**src/rtl/rechenwerk_pkg.sv**
```systemverilog
// Shared definitions for the sequential arithmetic unit: op encodings, FSM states and
// the counter-width helper.
package rechenwerk_pkg;

    localparam logic [1:0] OP_ADD = 2'b00;
    localparam logic [1:0] OP_SUB = 2'b01;
    localparam logic [1:0] OP_MUL = 2'b10;
    localparam logic [1:0] OP_DIV = 2'b11;

    typedef enum logic [1:0] {
        IDLE,
        CALC,
        DONE
    } state_e;

    // Ceiling log2; clog2(WIDTH + 1) bits hold a step counter loaded with WIDTH.
    function automatic int unsigned clog2(input int unsigned value);
        int unsigned r;
        r = 0;
        while ((32'd1 << r) < value) begin
            r++;
        end
        return r;
    endfunction

endpackage

```
**src/rtl/ripple_addierer.sv**
```systemverilog
// WIDTH-bit ripple-carry adder, one full-adder cell per bit, with carry-in and carry-out.
module ripple_addierer #(
    parameter int unsigned WIDTH = 8
) (
    input  logic [WIDTH-1:0] a,
    input  logic [WIDTH-1:0] b,
    input  logic             carry_in,
    output logic [WIDTH-1:0] sum,
    output logic             carry_out
);

    logic [WIDTH:0] carry;

    assign carry[0] = carry_in;

    for (genvar i = 0; i < WIDTH; i++) begin : g_fa
        assign sum[i]       = a[i] ^ b[i] ^ carry[i];
        assign carry[i + 1] = (a[i] & b[i]) | (carry[i] & (a[i] ^ b[i]));
    end

    assign carry_out = carry[WIDTH];

endmodule

```
**src/rtl/seq_rechenwerk.sv**
```systemverilog
// Sequential ADD/SUB/MUL unit with valid/ready handshakes, sharing one ripple adder.
// Define RECHENWERK_DIVIDE_EN to add restoring unsigned division on op 11.
module seq_rechenwerk
    import rechenwerk_pkg::*;
#(
    parameter int unsigned WIDTH = 8
) (
    input  logic               in_clk,
    input  logic               in_reset,
    input  logic               in_valid,
    output logic               out_ready,
    input  logic [1:0]         in_op,
    input  logic [WIDTH-1:0]   in_a,
    input  logic [WIDTH-1:0]   in_b,
    output logic               out_valid,
    input  logic               in_res_ready,
    output logic [2*WIDTH-1:0] out_result,
    output logic               out_carry,
    output logic               out_error,
    output logic               out_busy
);

    localparam int unsigned CNT_W = clog2(WIDTH + 1);

    state_e             state_q, state_d;
    logic [CNT_W-1:0]   cnt_q, cnt_d;
    logic [1:0]         op_q, op_d;
    logic [WIDTH-1:0]   b_q, b_d;
    logic [2*WIDTH-1:0] acc_q, acc_d;
    logic               carry_q, carry_d;
    logic               error_q, error_d;

    logic [WIDTH-1:0]   add_x, add_y, add_sum;
    logic               add_cin, add_cout;
    logic [WIDTH-1:0]   acc_hi, acc_lo;

    assign acc_hi = acc_q[2*WIDTH-1:WIDTH];
    assign acc_lo = acc_q[WIDTH-1:0];

`ifdef RECHENWERK_DIVIDE_EN
    // Partial remainder shifted left with the next dividend bit; it may briefly need WIDTH+1 bits.
    logic [WIDTH:0] div_tmp;
    logic           div_ge;

    assign div_tmp = {acc_hi, acc_lo[WIDTH-1]};
    assign div_ge  = div_tmp[WIDTH] | add_cout;
`endif

    ripple_addierer #(
        .WIDTH (WIDTH)
    ) u_adder (
        .a         (add_x),
        .b         (add_y),
        .carry_in  (add_cin),
        .sum       (add_sum),
        .carry_out (add_cout)
    );

    always_comb begin
        add_x   = in_a;
        add_y   = in_b;
        add_cin = 1'b0;
        if (state_q == IDLE) begin
            if (in_op == OP_SUB) begin
                add_y   = ~in_b;
                add_cin = 1'b1;
            end
        end else if (op_q == OP_MUL) begin
            add_x = acc_hi;
            add_y = b_q & {WIDTH{acc_lo[0]}};
        end
`ifdef RECHENWERK_DIVIDE_EN
        else begin
            add_x   = div_tmp[WIDTH-1:0];
            add_y   = ~b_q;
            add_cin = 1'b1;
        end
`endif
    end

    always_comb begin
        state_d = state_q;
        cnt_d   = cnt_q;
        op_d    = op_q;
        b_d     = b_q;
        acc_d   = acc_q;
        carry_d = carry_q;
        error_d = error_q;
        unique case (state_q)
            IDLE: begin
                if (in_valid) begin
                    op_d    = in_op;
                    b_d     = in_b;
                    acc_d   = '0;
                    carry_d = 1'b0;
                    error_d = 1'b0;
                    unique case (in_op)
                        OP_ADD: begin
                            acc_d   = {{WIDTH{1'b0}}, add_sum};
                            carry_d = add_cout;
                            state_d = DONE;
                        end
                        OP_SUB: begin
                            acc_d   = {{WIDTH{1'b0}}, add_sum};
                            carry_d = ~add_cout;
                            state_d = DONE;
                        end
                        OP_MUL: begin
                            acc_d   = {{WIDTH{1'b0}}, in_a};
                            cnt_d   = CNT_W'(WIDTH);
                            state_d = CALC;
                        end
                        default: begin
`ifdef RECHENWERK_DIVIDE_EN
                            acc_d   = {{WIDTH{1'b0}}, in_a};
                            error_d = (in_b == '0);
                            cnt_d   = CNT_W'(WIDTH);
                            state_d = CALC;
`else
                            error_d = 1'b1;
                            state_d = DONE;
`endif
                        end
                    endcase
                end
            end
            CALC: begin
                cnt_d = cnt_q - CNT_W'(1);
                if (op_q == OP_MUL) begin
                    // {carry, acc_hi + b*a[i], acc_lo} shifted right by one.
                    acc_d = {add_cout, add_sum, acc_lo[WIDTH-1:1]};
                end
`ifdef RECHENWERK_DIVIDE_EN
                else begin
                    acc_d = {(div_ge ? add_sum : div_tmp[WIDTH-1:0]), acc_lo[WIDTH-2:0], div_ge};
                end
`endif
                if (cnt_q == CNT_W'(1)) begin
                    state_d = DONE;
                end
            end
            DONE: begin
                if (in_res_ready) begin
                    state_d = IDLE;
                end
            end
            default: state_d = IDLE;
        endcase
    end

    always_ff @(posedge in_clk or posedge in_reset) begin
        if (in_reset) begin
            state_q <= IDLE;
            cnt_q   <= '0;
            op_q    <= OP_ADD;
            b_q     <= '0;
            acc_q   <= '0;
            carry_q <= 1'b0;
            error_q <= 1'b0;
        end else begin
            state_q <= state_d;
            cnt_q   <= cnt_d;
            op_q    <= op_d;
            b_q     <= b_d;
            acc_q   <= acc_d;
            carry_q <= carry_d;
            error_q <= error_d;
        end
    end

    // Partial products and remainders are kept off the result bus until DONE.
    assign out_ready  = (state_q == IDLE);
    assign out_busy   = (state_q != IDLE);
    assign out_valid  = (state_q == DONE);
    assign out_result = (state_q == DONE) ? acc_q : '0;
    assign out_carry  = (state_q == DONE) ? carry_q : 1'b0;
    assign out_error  = (state_q == DONE) ? error_q : 1'b0;

endmodule

```
**config.mk**
```make
export PLATFORM = sky130hd
export DESIGN_NAME = seq_rechenwerk
export DESIGN_NICKNAME = d
export VERILOG_FILES = /design/src/rtl/rechenwerk_pkg.sv /design/src/rtl/ripple_addierer.sv /design/src/rtl/seq_rechenwerk.sv
export SDC_FILE = /design/constraint.sdc
export NUM_CORES = 1
export LEC_CHECK = 0
export CAP_MARGIN = 20
export CORE_ASPECT_RATIO = 0.5
export CORE_MARGIN = 1
export CORE_UTILIZATION = 40
export DETAILED_ROUTE_END_ITERATION = 12
export GPL_ROUTABILITY_DRIVEN = 1
export RECOVER_POWER = 50
export SKIP_LAST_GASP = 1
export SYNTH_ARGS = -nofsm -noshare
export SYNTH_HDL_FRONTEND = slang
export SYNTH_SLANG_ARGS = --single-unit
```
**constraint.sdc**
```tcl
create_clock -name in_clk -period 6.5 [get_ports in_clk]
set_clock_uncertainty 0.1 [all_clocks]
set_input_delay 1.3 -clock in_clk [delete_from_list [all_inputs] [get_ports in_clk]]
set_output_delay 1.3 -clock in_clk [all_outputs]
set_load 0.01 [all_outputs]
```
==> qor.yml, run 1 <==
cells_and_area:
  nets: 290
  utilization: 0.527
  fillers: 508
  n_antenna_cell: 0
  area_delta_synth_final_pct: 26.3
  fin_cells: 332
  drive_above_1_share: 0.170
yosys:
  synth_xor_area_frac: 0.00383
  synthSimpleGateAreaFrac: 0.213
  syn-cell-area_mm2: 0.00229
  syn_area_per_cell_um2: 10.5
  ys_types: 38
  synth_warnings: 0
  synthMuxAreaShare: 0.163
  synth_compound_area_frac: 0.102
  ys_ff_latch: 34
  synth_cells: 218
  yosys.area.top_type: "dfrtp_1"
  synth_edf_count: 0
  ys_async_sr_fraction: 1.00
  synthAdderAreaFrac: 0.0809
  netlist.area_leader.share: 0.372
  synth_flop_cell: "dfrtp_1"
  postSynthNetCount: 250
  ys_seq_area_frac: 0.372
  synth_top_family_by_area: "simple AND/OR/NAND/NOR gates"
  yosys-top-cells-area: "dfrtp_1 37%, mux2_2 13%, fa_1 7.0%"
cts:
  holdBufCountCts: 0
  clk_path_buf_depth: 2
  cts_sinks: 34
  cts_tree: "built"
  cts-root-buf: "clkbuf_16"
  post_cts_buffers: 0
  insertion_delay_ns: 0.28
  cts_made_buffers: 5
  clk_pin_slew_ns: 0.06
  cts_htree_levels: 2
  cts_resized: 0
die:
  num_rows: 19
  dieArea_mm2: 0.00605
  initial_core_util: 0.417
  io_pins: 43
  die_w_um: 109
  die_y_um: 55.5
  core-area_mm2: 0.00549
critical_path:
  rr_worst_depth: 19
  crit_type: "primary input to register"
  startpoint_type: "primary input"
  crit_required_ns: 6.62
  rrSetupSlack_ns: 1.13
  startpoint: "in_op[0]"
  end_kind: "register"
  crit_fanout: 8
  cp.arrival_ns: 6.15
  rr_startpoint: "state_q[0]"
  timing.rr.end: "acc_q[7]"
global_route:
  grt_pass1_wl_mm: 9.00
  grt_max_degree: 35
  grt_pass1_vias: 1690
  grt_usage: 0.200
  grtUsageMet2: 0.286
  grt_overflow: 0
  antenna_found_initial: 0
  met1_usage: 0.304
  met3_usage: 0.0390
  top_usage_layer: "met1"
place:
  dp_slack_ns: 0.207
  dp_hpwl_mm: 3.83
  io_buffers: 42
  routabilityCongestion: 0.782
  dp_cells: 324
hold_path:
  hold_end: "carry_q"
  hold_path_depth: 2
  min_from: "carry_q"
  hold_class: "register to register"
detailed_routing:
  drt_iter0_markers: 80
  route.detailed.drc: 0
  wl_mm: 5.26
  vias: 1720
  dr.pass1.iters: 4
  viasPerCell: 5.18
  wl_per_cell_um: 15.8
  postRouteAntennaNets: 0
timing:
  setup_viol: 0
  setup_ws_ns: 0.469
  drv_slew: 35
  post-route-period-util: 0.928
  setup_tns_ns: 0
  grt_setup_unrepaired: "no"
  post-route-min-period_ns: 6.03
  hold_violations: 0
  max_slew.worst_pin.slew_ns: 1.92
  hold_slack_ns: 0.380
  fmax_mhz: 166
  maxSlewHeadroom: -0.278
outcome:
  outcome: "finished, violations left"
  violations: "capacitance limit, slew limit"
pwr:
  leakagePower_uw: 0.00119
  peakVddDrop_mv: 0.200
  power_density_mw_per_mm2: 473
run:
  maxCapViolCount: 1
-- placed cells by master, fill, tap and decap left out, drive strengths merged, types with 3 or more instances in the layout --
cell type,n
a221oi,3
a221o,5
and2,13
a31oi,7
nand2,9
mux2i,8
o22ai,3
o31a,3
clkdlybuf4s50,40
mux2,26
nor2,17
buf,3
nand2b,8
clkbuf,9
inv,17
o21ai,3
nor3b,8
fa,8
nor2b,3
dfrtp,34
or2,3
nand3b,11
-- layer usage --
metal / share of wire / vias up
li1: - / 837
met1: 0.52 / 845
met2: 0.43 / 30
met3: 0.032 / 8
met4: 0.013 / 0
met5: 0 / -
-- synthesized netlist by cell type, types with 2 or more instances --
master    number
dfrtp_1       34
mux2_2        26
inv_1         17
nor2_1        17
and2_1        13
nand3b_1      11
nand2_1        9
clkbuf_1       8
fa_1           8
mux2i_1        8
nand2b_1       8
nor3b_1        8
a31oi_1        7
a221o_1        5
buf_6          4
a221oi_1       3
nor2b_1        3
o21ai_0        3
o22ai_1        3
or2_2          3
ha_1           2
o31a_1         2
-- cell type report --
type	count	area, µm²	share of cell area
clock inverters	1	5.00	0.00173
well taps	73	91.3	0.0316
flip-flops and latches	34	851	0.294
repair buffers	47	450	0.156
inverters	17	63.8	0.0221
multi-input cells	153	1290	0.445
clock buffers	7	143	0.0493
-- critical path: stages --
cell	delay (ns)
clkdlybuf4s50_1	0.47
or4b_4	0.49
o31a_4	0.16
a221oi_1	0.33
fa_1	0.24
inv_1	0.05
fa_1	0.38
fa_1	0.40
fa_1	0.42
fa_1	0.38
inv_1	0.08
fa_1	0.15
inv_1	0.05
fa_1	0.35
inv_1	0.09
fa_1	0.43
nor2_1	0.10
o31a_1	0.14
mux2_2	0.14
-- logic make-up (layout without fill, tap and decap cells) --
group	after synthesis	after routing
simple gates	78	78
mux	34	34
flops	34	34
buf+inv	31	72
compound gates	30	30
fa+ha+maj	10	10
xor+xnor	1	1
-- sequential cells by signal (all words and copies together) (netlist names) --
signal,count
op_q,2
b_q,8
carry_q,1
state_q,2
cnt_q,4
error_q,1
acc_q,16
-- through the flow --
| stage | total power, µW | area [µm²] |
|---|---|---|
| global route | 1480 | 2890 |
| finish | 1370 | 2890 |
| floorplan | 912 | 2290 |
| detailed placement | 1130 | 2750 |
| global placement | 1110 | 2750 |
| CTS | 1380 | 2900 |
-- worst max path at each step --
stage | to | slack, ns | cells past startpoint
6_report | acc_q[7] | 0.47 | 19
5_1_grt | acc_q[7] | 0.24 | 19
4_1_cts | acc_q[7] | 0.46 | 19
3_5_place_dp | acc_q[7] | 0.21 | 19
3_3_place_gp | acc_q[7] | 0.28 | 19
2_1_floorplan | acc_q[7] | 0.83 | 19
-- report_power, final --
group	leakage (µW)	switching [µW]	internal [µW]
Combinational	0.000689	352	372
Clock	0.0000739	89.7	152
Sequential	0.000424	93.6	310
No activity file was read; power rests on OpenSTA's default activity.
==> run 2: changes to the inputs <==
--- a/config.mk
+++ b/config.mk
@@ -7,10 +7,11 @@
 export LEC_CHECK = 0
 export CAP_MARGIN = 20
 export CORE_ASPECT_RATIO = 0.5
-export CORE_MARGIN = 1
-export CORE_UTILIZATION = 40
+export CORE_MARGIN = 2
+export CORE_UTILIZATION = 50
 export DETAILED_ROUTE_END_ITERATION = 12
 export GPL_ROUTABILITY_DRIVEN = 1
+export PLACE_DENSITY = 0.77
 export RECOVER_POWER = 50
 export SKIP_LAST_GASP = 1
 export SYNTH_ARGS = -nofsm -noshare
==> qor.yml, run 2 (same netlist as run 1, synthesis figures left out) <==
hold_path:
  hold_class: "register to register"  # unchanged
  hold_path_depth: 2  # unchanged
global_route:
  antenna_found_initial: 0  # unchanged
  grt_pass1_vias: 1683  # was 1690
  grt_usage: 0.216  # was 0.200
  grt_pass1_wl_mm: 8.45  # was 9.00 mm
  grt_overflow: 0  # unchanged
  grt_max_degree: 35  # unchanged
timing:
  drv_slew: 35  # unchanged
  grt_setup_unrepaired: "no"  # unchanged
  setup_ws_ns: 0.479  # was 0.469 ns
  max_slew.worst_pin.slew_ns: 1.95  # was 1.92 ns
  setup_viol: 0  # unchanged
  fmax_mhz: 166  # about the same
  post-route-period-util: 0.926  # was 0.928
  setup_tns_ns: 0  # unchanged
  maxSlewHeadroom: -0.302  # was -0.278
  hold_violations: 0  # unchanged
  post-route-min-period_ns: 6.02  # was 6.03 ns
cts:
  clk_pin_slew_ns: 0.07  # was 0.06 ns
  cts_sinks: 34  # unchanged
  cts_made_buffers: 5  # unchanged
  cts_tree: "built"  # unchanged
  clk_path_buf_depth: 2  # unchanged
  cts-root-buf: "clkbuf_8"  # was clkbuf_16
  holdBufCountCts: 0  # unchanged
  post_cts_buffers: 0  # unchanged
  insertion_delay_ns: 0.28  # about the same
  cts_htree_levels: 2  # unchanged
  cts_resized: 0  # unchanged
pwr:
  peakVddDrop_mv: 0.170  # was 0.200 mV
  leakagePower_uw: 0.00117  # was 0.00119 µW
  power_density_mw_per_mm2: 458  # was 473 mW/mm²
  power_uw: 1300  # was 1370 µW
outcome:
  outcome: "finished, violations left"  # unchanged
  violations: "capacitance limit, slew limit"  # unchanged
detailed_routing:
  wl_per_cell_um: 15.9  # was 15.8 µm
  drt_iter0_markers: 60  # was 80
  route.detailed.drc: 0  # unchanged
  viasPerCell: 5.51  # was 5.18
  dr.pass1.iters: 4  # unchanged
  wl_mm: 5.02  # was 5.26 mm
  postRouteAntennaNets: 0  # unchanged
  vias: 1737  # was 1720
place:
  place_area_mm2: 0.00272  # was 0.00275 mm²
  routabilityCongestion: 0.806  # was 0.782
  io_buffers: 42  # unchanged
  dp_slack_ns: 0.237  # was 0.207 ns
  dp_hpwl_mm: 3.63  # was 3.83 mm
critical_path:
  end_kind: "register"  # unchanged
  rr_worst_depth: 19  # unchanged
  crit_type: "primary input to register"  # unchanged
  cp.arrival_ns: 6.09  # was 6.15 ns
  cpMaxStageDelayCell: "or4b_4"  # unchanged
  cp.depth: 19  # unchanged
  startpoint_type: "primary input"  # unchanged
  cp_common_cell: "fa_1"  # unchanged
  path_cells: "clkdlybuf4s50_1 > or4b_4 > o31a_4 > a221oi_1 > fa_1 > inv_1 > fa_1 > fa_1 > fa_1 > fa_1 > inv_1 > fa_1 > inv_1 > fa_1 > inv_1 > fa_1 > nor2_1 > o31a_1 > mux2_2"  # unchanged
  cp_top_family: "adder cells"  # unchanged
  crit_required_ns: 6.57  # was 6.62 ns
  critPathBufInv: 5  # unchanged
  crit_fanout: 8  # unchanged
  rrSetupSlack_ns: 1.16  # was 1.13 ns
  slowest_delay_ns: 0.49  # about the same
die:
  io_pins: 43  # unchanged
  initial_core_util: 0.520  # was 0.417
  die_y_um: 51.9  # was 55.5 µm
  dieArea_mm2: 0.00517  # was 0.00605 mm²
  core-area_mm2: 0.00440  # was 0.00549 mm²
  die_w_um: 99.7  # was 109 µm
  num_rows: 17  # was 19
cells_and_area:
  largestRegisters: "acc_q: 16 flops, b_q: 8 flops, cnt_q: 4 flops"  # unchanged
  largest_reg_flops: 16  # unchanged
  utilization: 0.642  # was 0.527
  area_delta_synth_final_pct: 23.4  # was 26.3%
  drive_above_1_share: 0.171  # was 0.170
  seqCellArea_um2: 851  # unchanged
  final_common_cell: "clkdlybuf4s50_1"  # unchanged
  n_antenna_cell: 0  # unchanged
  final_area_mm2: 0.00283  # was 0.00289 mm²
  mostFrequentLayoutCells: "40 x clkdlybuf4s50_1, 34 x dfrtp_1, 26 x mux2_2"  # unchanged
  multi_input_area_mm2: 0.00129  # unchanged
  fillers: 366  # was 508
  regMostFlops: "acc_q"  # unchanged
  nets: 289  # was 290
run:
  maxCapViolCount: 1  # unchanged
-- run 2: changes by cell type in the layout (fill, tap and decap cells not counted), sizes merged --
cell	change
buf	-1
clkbuf	+1
clkinv	-1
-- run 2: layer usage --
| metal | up-vias | global-route usage | share of wire |
|---|---|---|---|
| li1 | 837 | - | - |
| met1 | 856 | 0.301 | 0.48 |
| met2 | 40 | 0.348 | 0.47 |
| met3 | 4 | 0.0538 | 0.049 |
| met4 | 0 | 0.0411 | 0.0062 |
| met5 | - | 0 | 0 |
-- run 2: cell type report --
cell class,instances,area share
inverter,17,0.0226
clock buffer,8,0.0390
timing repair buffer,46,0.157
sequential,34,0.301
multi-input combinational,153,0.456
tap,57,0.0252
-- run 2: power by group --
| part | total [µW] | switching [µW] | internal, µW |
|---|---|---|---|
| logic | 709 | 343 | 366 |
| registers | 401 | 91.5 | 309 |
| clock network | 186 | 78.6 | 107 |
-- run 2: metrics by stage --
step / instances / hold slack [ns]
CTS: 315 / 0.382
global route: 315 / 0.423
detailed placement: 307 / 0.365
floorplan: 218 / 0.340
finish: 315 / 0.378
global placement: 307 / 0.359
-- run 2: path summary, 6_finish.rpt --
check                             to       start
max                         acc_q[7]    in_op[0]
min                          carry_q     carry_q
max reg2reg                 acc_q[7]  state_q[0]
min reg2reg                  carry_q     carry_q
max in group asynchronous  acc_q[12]    in_reset
min in group asynchronous    op_q[1]    in_reset
-- run 2: worst min-delay path: cells and delay by family, from the launching register on --
kind,cells,cell delay (ns)
AO/OA/AOI/OAI,1,0.06
flip-flops,1,0.34
AND/OR/NAND/NOR,1,0.05
==> RTL change 1: new RTL, flow settings as in run 2 <==
Encoding of `state_e`: now one-hot (3 bits for 3 states).
--- a/src/rtl/rechenwerk_pkg.sv
+++ b/src/rtl/rechenwerk_pkg.sv
@@ -9,6 +9,6 @@
 
-    typedef enum logic [1:0] {
-        IDLE,
-        CALC,
-        DONE
+    typedef enum logic [2:0] {
+        IDLE = 3'b001,
+        CALC = 3'b010,
+        DONE = 3'b100
     } state_e;
Formal check against the unedited RTL: no difference found for any inputs over 4 cycles, from zero or initial values and one cycle with in_reset high; so few cycles prove little.
==> RTL change 1 against run 2 <==
The run still ends with max-capacitance violations, max-slew violations left. Critical path type unchanged. Critical endpoint unchanged. Core utilization shrank 2.3 points. Design area rose by 6.0%. Register-to-register slack worse by 0.24 ns. Area after synthesis up 8.4%. Synthesized cell count increased by 16%. Setup slack better by 0.10 ns. First-iteration DRC count up 82%. Sequential cell count increased by 1. Power shrank 7.6%. Final cell count rose by 12%. Routed wire length is 12% higher. Global-route usage barely moved.
==> RTL change 1: results (changes against run 2) <==
Drt
  • Routed wire per std cell: 15.9 um (about the same)
  • First-pass iteration count of the detailed router: 4 (unchanged)
  • Iter 0 DRT Violations: 109 (was 60)
  • Vias: 1983 (was 1737)
  • Final WL: 5.64 mm (was 5.02 mm)

Layout
  • Register area: 877 um^2 (was 851 um^2)
  • Seq Cell Count: 35 (was 34)
  • Ratio of cells with drive above 1 in the final layout: 0.102 (was 0.171)
  • Fill count: 394 (was 366)
  • Repair and plain buffers: 44 (was 46)
  • Comb_multi_in: 176 (was 153)
  • Non-clk buf share: 0.144 (was 0.157)
  • Fraction of area in multi-input gates: 0.474 (was 0.456)
  • Logic inverters: 21 (was 17)
  • Nets: 315 (was 289)
  • Clock buf/inv share: 0.0334 (was 0.0390)

Setup path
  • CP arrival: 6.04 ns (was 6.09 ns)
  • Worst-path cell with the longest stage delay: dlygate4sd3_1 (was or4b_4)
  • Worst R2R Path Depth: 17 (was 19)
  • Crit Path Max Fanout: 11 (was 8)

Synthesis
  • Synth Net Count: 284 (was 250)
  • Synth unique cells: 51 (was 38)
  • Top post-synthesis cells by count: dfrtp_1 (34), nand2_1 (21), inv_1 (19), and2_1 (17), o21ai_0 (14) (was dfrtp_1 (34), mux2_2 (26), inv_1 (17), nor2_1 (17), and2_1 (13))
  • Sequential share of the synthesized area: 0.353 (was 0.372)
  • Top area cells in the synthesized netlist: dfrtp_1 (34%), fa_1 (6.5%), and2_1 (4.3%) (was dfrtp_1 (37%), mux2_2 (13%), fa_1 (7.0%))

Power and ir drop
  • Static Leak: 1.26 nW (was 1.17 nW)
  • Sw frac: 0.417 (was 0.396)
  • Peak supply drop: 0.000173 V (was 0.000170 V)

Global routing
  • Largest net degree at the start of global routing: 36 (was 35)
  • Vias in the first global route: 1828 (was 1683)

Placement
  • Pre-CTS setup slack: 0.405 ns (was 0.237 ns)
  • Post-DP HPWL: 4.18 mm (was 3.63 mm)
  • Placed insts: 346 (was 307)
  • Gpl congestion: 0.926 (was 0.806)

Run
  • Maxcap violations: 1 (unchanged)

Status
  • Violated checks: max-capacitance violations, max-slew violations (unchanged)
  • Status: finished with violations (unchanged)

Clock tree
  • Setup bufs post-CTS: 0 (unchanged)

Timing
  • Slew Viols, Final: 36 (was 35)
  • Worst-Margin Slew: 1.92 ns (was 1.95 ns)
## RTL change 1: worst paths after layout
check | start | end | slack, ns
worst max-delay path | in_op[1] | acc_q[7]$_DFFE_PP0P_ | 0.58
worst max register to register | state_q[0]$_DFFE_PP1P_ | acc_q[7]$_DFFE_PP0P_ | 0.92
worst min-delay path | error_q$_DFFE_PP0P_ | error_q$_DFFE_PP0P_ | 0.38
min in group asynchronous | in_reset | error_q$_DFFE_PP0P_ | 2.04
max in group asynchronous | in_reset | acc_q[2]$_DFFE_PP0P_ | 3.16
worst min register to register | error_q$_DFFE_PP0P_ | error_q$_DFFE_PP0P_ | 0.38
## RTL change 1: per-stage QoR
stage / cell area [um^2] / hold WS, ns
after global routing: 3000 / 0.409
after floorplan: 2480 / 0.340
after CTS: 3000 / 0.382
after detailed placement: 2900 / 0.366
after global placement: 2900 / 0.360
final: 3000 / 0.377
## RTL change 1: kinds of logic (layout without fill, tap and decap cells)
family	after synthesis	count (layout)	synth area share
flip-flops	35	35	0.353
XOR/XNOR	1	1	0.00353
AO/OA/AOI/OAI	59	59	0.191
adder cells (fa/ha/maj)	10	10	0.0746
buffers and inverters	41	73	0.0741
AND/OR/NAND/NOR	86	86	0.213
multiplexers	20	20	0.0902
## RTL change 1: per-layer routing
layer,vias to the layer above,part of all wire,track usage
met3,9,0.066,0.0424
met1,955,0.49,0.324
met2,61,0.43,0.316
met5,-,0,0
li1,958,-,-
met4,0,0.010,0.0631
## RTL change 1: power groups by stage
stage	logic [mW]	registers (mW)	clock network (mW)
global placement	0.603	0.393	0
CTS	0.624	0.392	0.182
finish	0.625	0.393	0.179
floorplan	0.520	0.343	0
global route	0.692	0.408	0.191
detailed placement	0.620	0.396	0
==> RTL change 2: new RTL, settings of run 2 <==
Without the edit above. `WIDTH` is set to 8 in 2 places; all go to 9.
--- a/src/rtl/ripple_addierer.sv
+++ b/src/rtl/ripple_addierer.sv
@@ -2,3 +2,3 @@
 module ripple_addierer #(
-    parameter int unsigned WIDTH = 8
+    parameter int unsigned WIDTH = 9
 ) (
--- a/src/rtl/seq_rechenwerk.sv
+++ b/src/rtl/seq_rechenwerk.sv
@@ -5,3 +5,3 @@
 #(
-    parameter int unsigned WIDTH = 8
+    parameter int unsigned WIDTH = 9
 ) (
Ports: changed (resized in_a, in_b and out_result); port bits go from 43 to 47. The function was not compared with the original's and may differ.
==> RTL change 2 against run 2 <==
The run still ends with max-capacitance violations, max-slew violations left. Critical path depth grew 1. Setup slack worse by 0.28 ns. Routed wire length up 18%. Sequential cell count grew 3. Power is 7.4% higher. Area after synthesis grew 11%. Design area up 10%. Global-route usage rose by 1.6 points. Synthesized cell count up 11%. Critical endpoint is now acc_q[8]$_DFFE_PP0P_. Highest routed layer unchanged.
==> RTL change 2: results (changes against run 2) <==
Power and ir drop
  • Net Switching: 0.574 mW (was 0.513 mW)
  • Peak supply drop: 0.000226 V (was 0.000170 V)
  • Static Leak: 1.27 nW (was 1.17 nW)

Synthesis
  • Synth Net Count: 277 (was 250)
  • Cells after Synth: 242 (was 218)
  • Mux share of post-synthesis cell area: 0.145 (was 0.163)
  • Top area cells in the synthesized netlist: dfrtp_1 (36%), mux2_2 (8.9%), fa_1 (7.1%) (was dfrtp_1 (37%), mux2_2 (13%), fa_1 (7.0%))
  • Area share of fa/ha/maj cells after synthesis: 0.0807 (was 0.0809)
  • Post-synthesis compound-gate area fraction: 0.124 (was 0.102)
  • XOR/XNOR Fraction of Synth Area: 0.00344 (was 0.00383)
  • Sequential share of the synthesized area: 0.364 (was 0.372)

Drt
  • Iter 0 DRT Violations: 112 (was 60)
  • Routed wire per std cell: 16.7 um (was 15.9 um)
  • Met1 wire length: 2.82 mm (was 2.40 mm)
  • Vias per cell: 5.54 (was 5.51)
  • Met3 wire length: 335 um (was 244 um)
  • Met2 WL: 2.67 mm (was 2.34 mm)

Global routing
  • Vias in the first global route: 1968 (was 1683)
  • Global-route wire length before repair: 9.91 mm (was 8.45 mm)
  • Global Route met1 Usage: 0.324 (was 0.301)
  • Largest net degree at the start of global routing: 38 (was 35)
  • Met3 GRT Util: 0.0452 (was 0.0538)
  • Global Route Usage Sum: 0.232 (was 0.216)

Timing
  • Slew Viols, Final: 38 (was 35)
  • Rel. slew slack: -0.376 (was -0.302)
  • Min Hold Slack: 0.379 ns (was 0.378 ns)

Status
  • Violated checks: max-capacitance violations, max-slew violations (unchanged)
  • Status: finished with violations (unchanged)

Layout
  • Ratio of cells with drive above 1 in the final layout: 0.172 (was 0.171)
  • Nets: 319 (was 289)

Placement
  • I/O Buffers: 46 (was 42)
  • Placed insts: 347 (was 307)
  • Gpl congestion: 0.885 (was 0.806)
  • Area of placed instances: 0.00303 mm^2 (was 0.00272 mm^2)

Run
  • Maxcap violations: 1 (unchanged)

Setup path
  • Crit Path Max Fanout: 2 (was 8)
  • CP arrival: 6.38 ns (was 6.09 ns)

Clock tree
  • Clk buf depth: 2 (unchanged)
==> RTL change 2: changes by cell type in the layout (fill, tap and decap cells not counted), sizes merged, moves of 4 or more <==
| cell | delta |
|---|---|
| o21ai | +8 |
| nand4 | +6 |
| buf | +5 |
| mux2i | -5 |
| nor3 | +5 |
| clkdlybuf4s50 | +4 |
| nand2 | -4 |
==> RTL change 2: cell type report <==
| class | count | area, um^2 |
|---|---|---|
| Sequential cell | 37 | 926 |
| Fill cell | 431 | 1790 |
| Clock buffer | 6 | 72.6 |
| Inverter | 16 | 60.1 |
| Tap cell | 70 | 87.6 |
| Multi-Input combinational cell | 169 | 1450 |
| Clock inverter | 2 | 10.0 |
| Timing Repair Buffer | 55 | 520 |
==> RTL change 2: cells by family (layout without fill, tap and decap cells) <==
family	Yosys count	count (layout)
adders and majority gates	11	11
DFF	37	37
AOI/OAI and AO/OA	38	38
and+or+nand+nor	87	87
buffers and inverters	36	79
xor gates and xnor gates	1	1
muxes	32	32
==> RTL change 2: final timing paths <==
kind	from	to	cells past startpoint
setup / recovery	in_op[0]	acc_q[8]$_DFFE_PP0P_	20
hold / removal	carry_q$_DFFE_PP0P_	carry_q$_DFFE_PP0P_	2
setup reg to reg	state_q[1]$_DFFE_PP0P_	acc_q[8]$_DFFE_PP0P_	19
hold reg to reg	carry_q$_DFFE_PP0P_	carry_q$_DFFE_PP0P_	2
max in group asynchronous	in_reset	acc_q[16]$_DFFE_PP0P_	3
min in group asynchronous	in_reset	error_q$_DFFE_PP0P_	3
==> RTL change 2: power by group through the flow <==
stage / clock network [mW] / logic [mW] / registers [mW]
CTS: 0.163 / 0.801 / 0.421
global route: 0.177 / 0.895 / 0.442
global placement: 0 / 0.769 / 0.420
detailed placement: 0 / 0.799 / 0.426
floorplan: 0 / 0.605 / 0.389
finish: 0.160 / 0.808 / 0.423
==> RTL change 2: critical path, stage by stage <==
cell,delay (ns)
clkdlybuf4s50_1,0.49
or4b_4,0.48
a21boi_4,0.17
a221oi_4,0.29
fa_2,0.24
inv_1,0.05
fa_1,0.37
fa_1,0.40
fa_2,0.38
fa_1,0.40
fa_1,0.38
inv_1,0.08
fa_1,0.15
inv_1,0.05
fa_1,0.35
inv_1,0.07
fa_1,0.17
nor2_1,0.04
o31a_1,0.27
mux2_2,0.26
==> RTL change 2: what timing repair did <==
action,4_1_cts,5_1_grt
endpoints found under the hold margin,0,0
endpoints found under the setup margin,0,1
gates resized for setup,0,4
==> RTL change 2: stage by stage <==
step	util	setup TNS, ns	setup WS, ns
after floorplan	-	0	0.582
after global placement	0.617	-0.0230	-0.0230
after detailed placement	0.617	-0.0930	-0.0840
after CTS	0.634	0	0.166
after global routing	0.636	0	0.0435
final	0.636	0	0.198
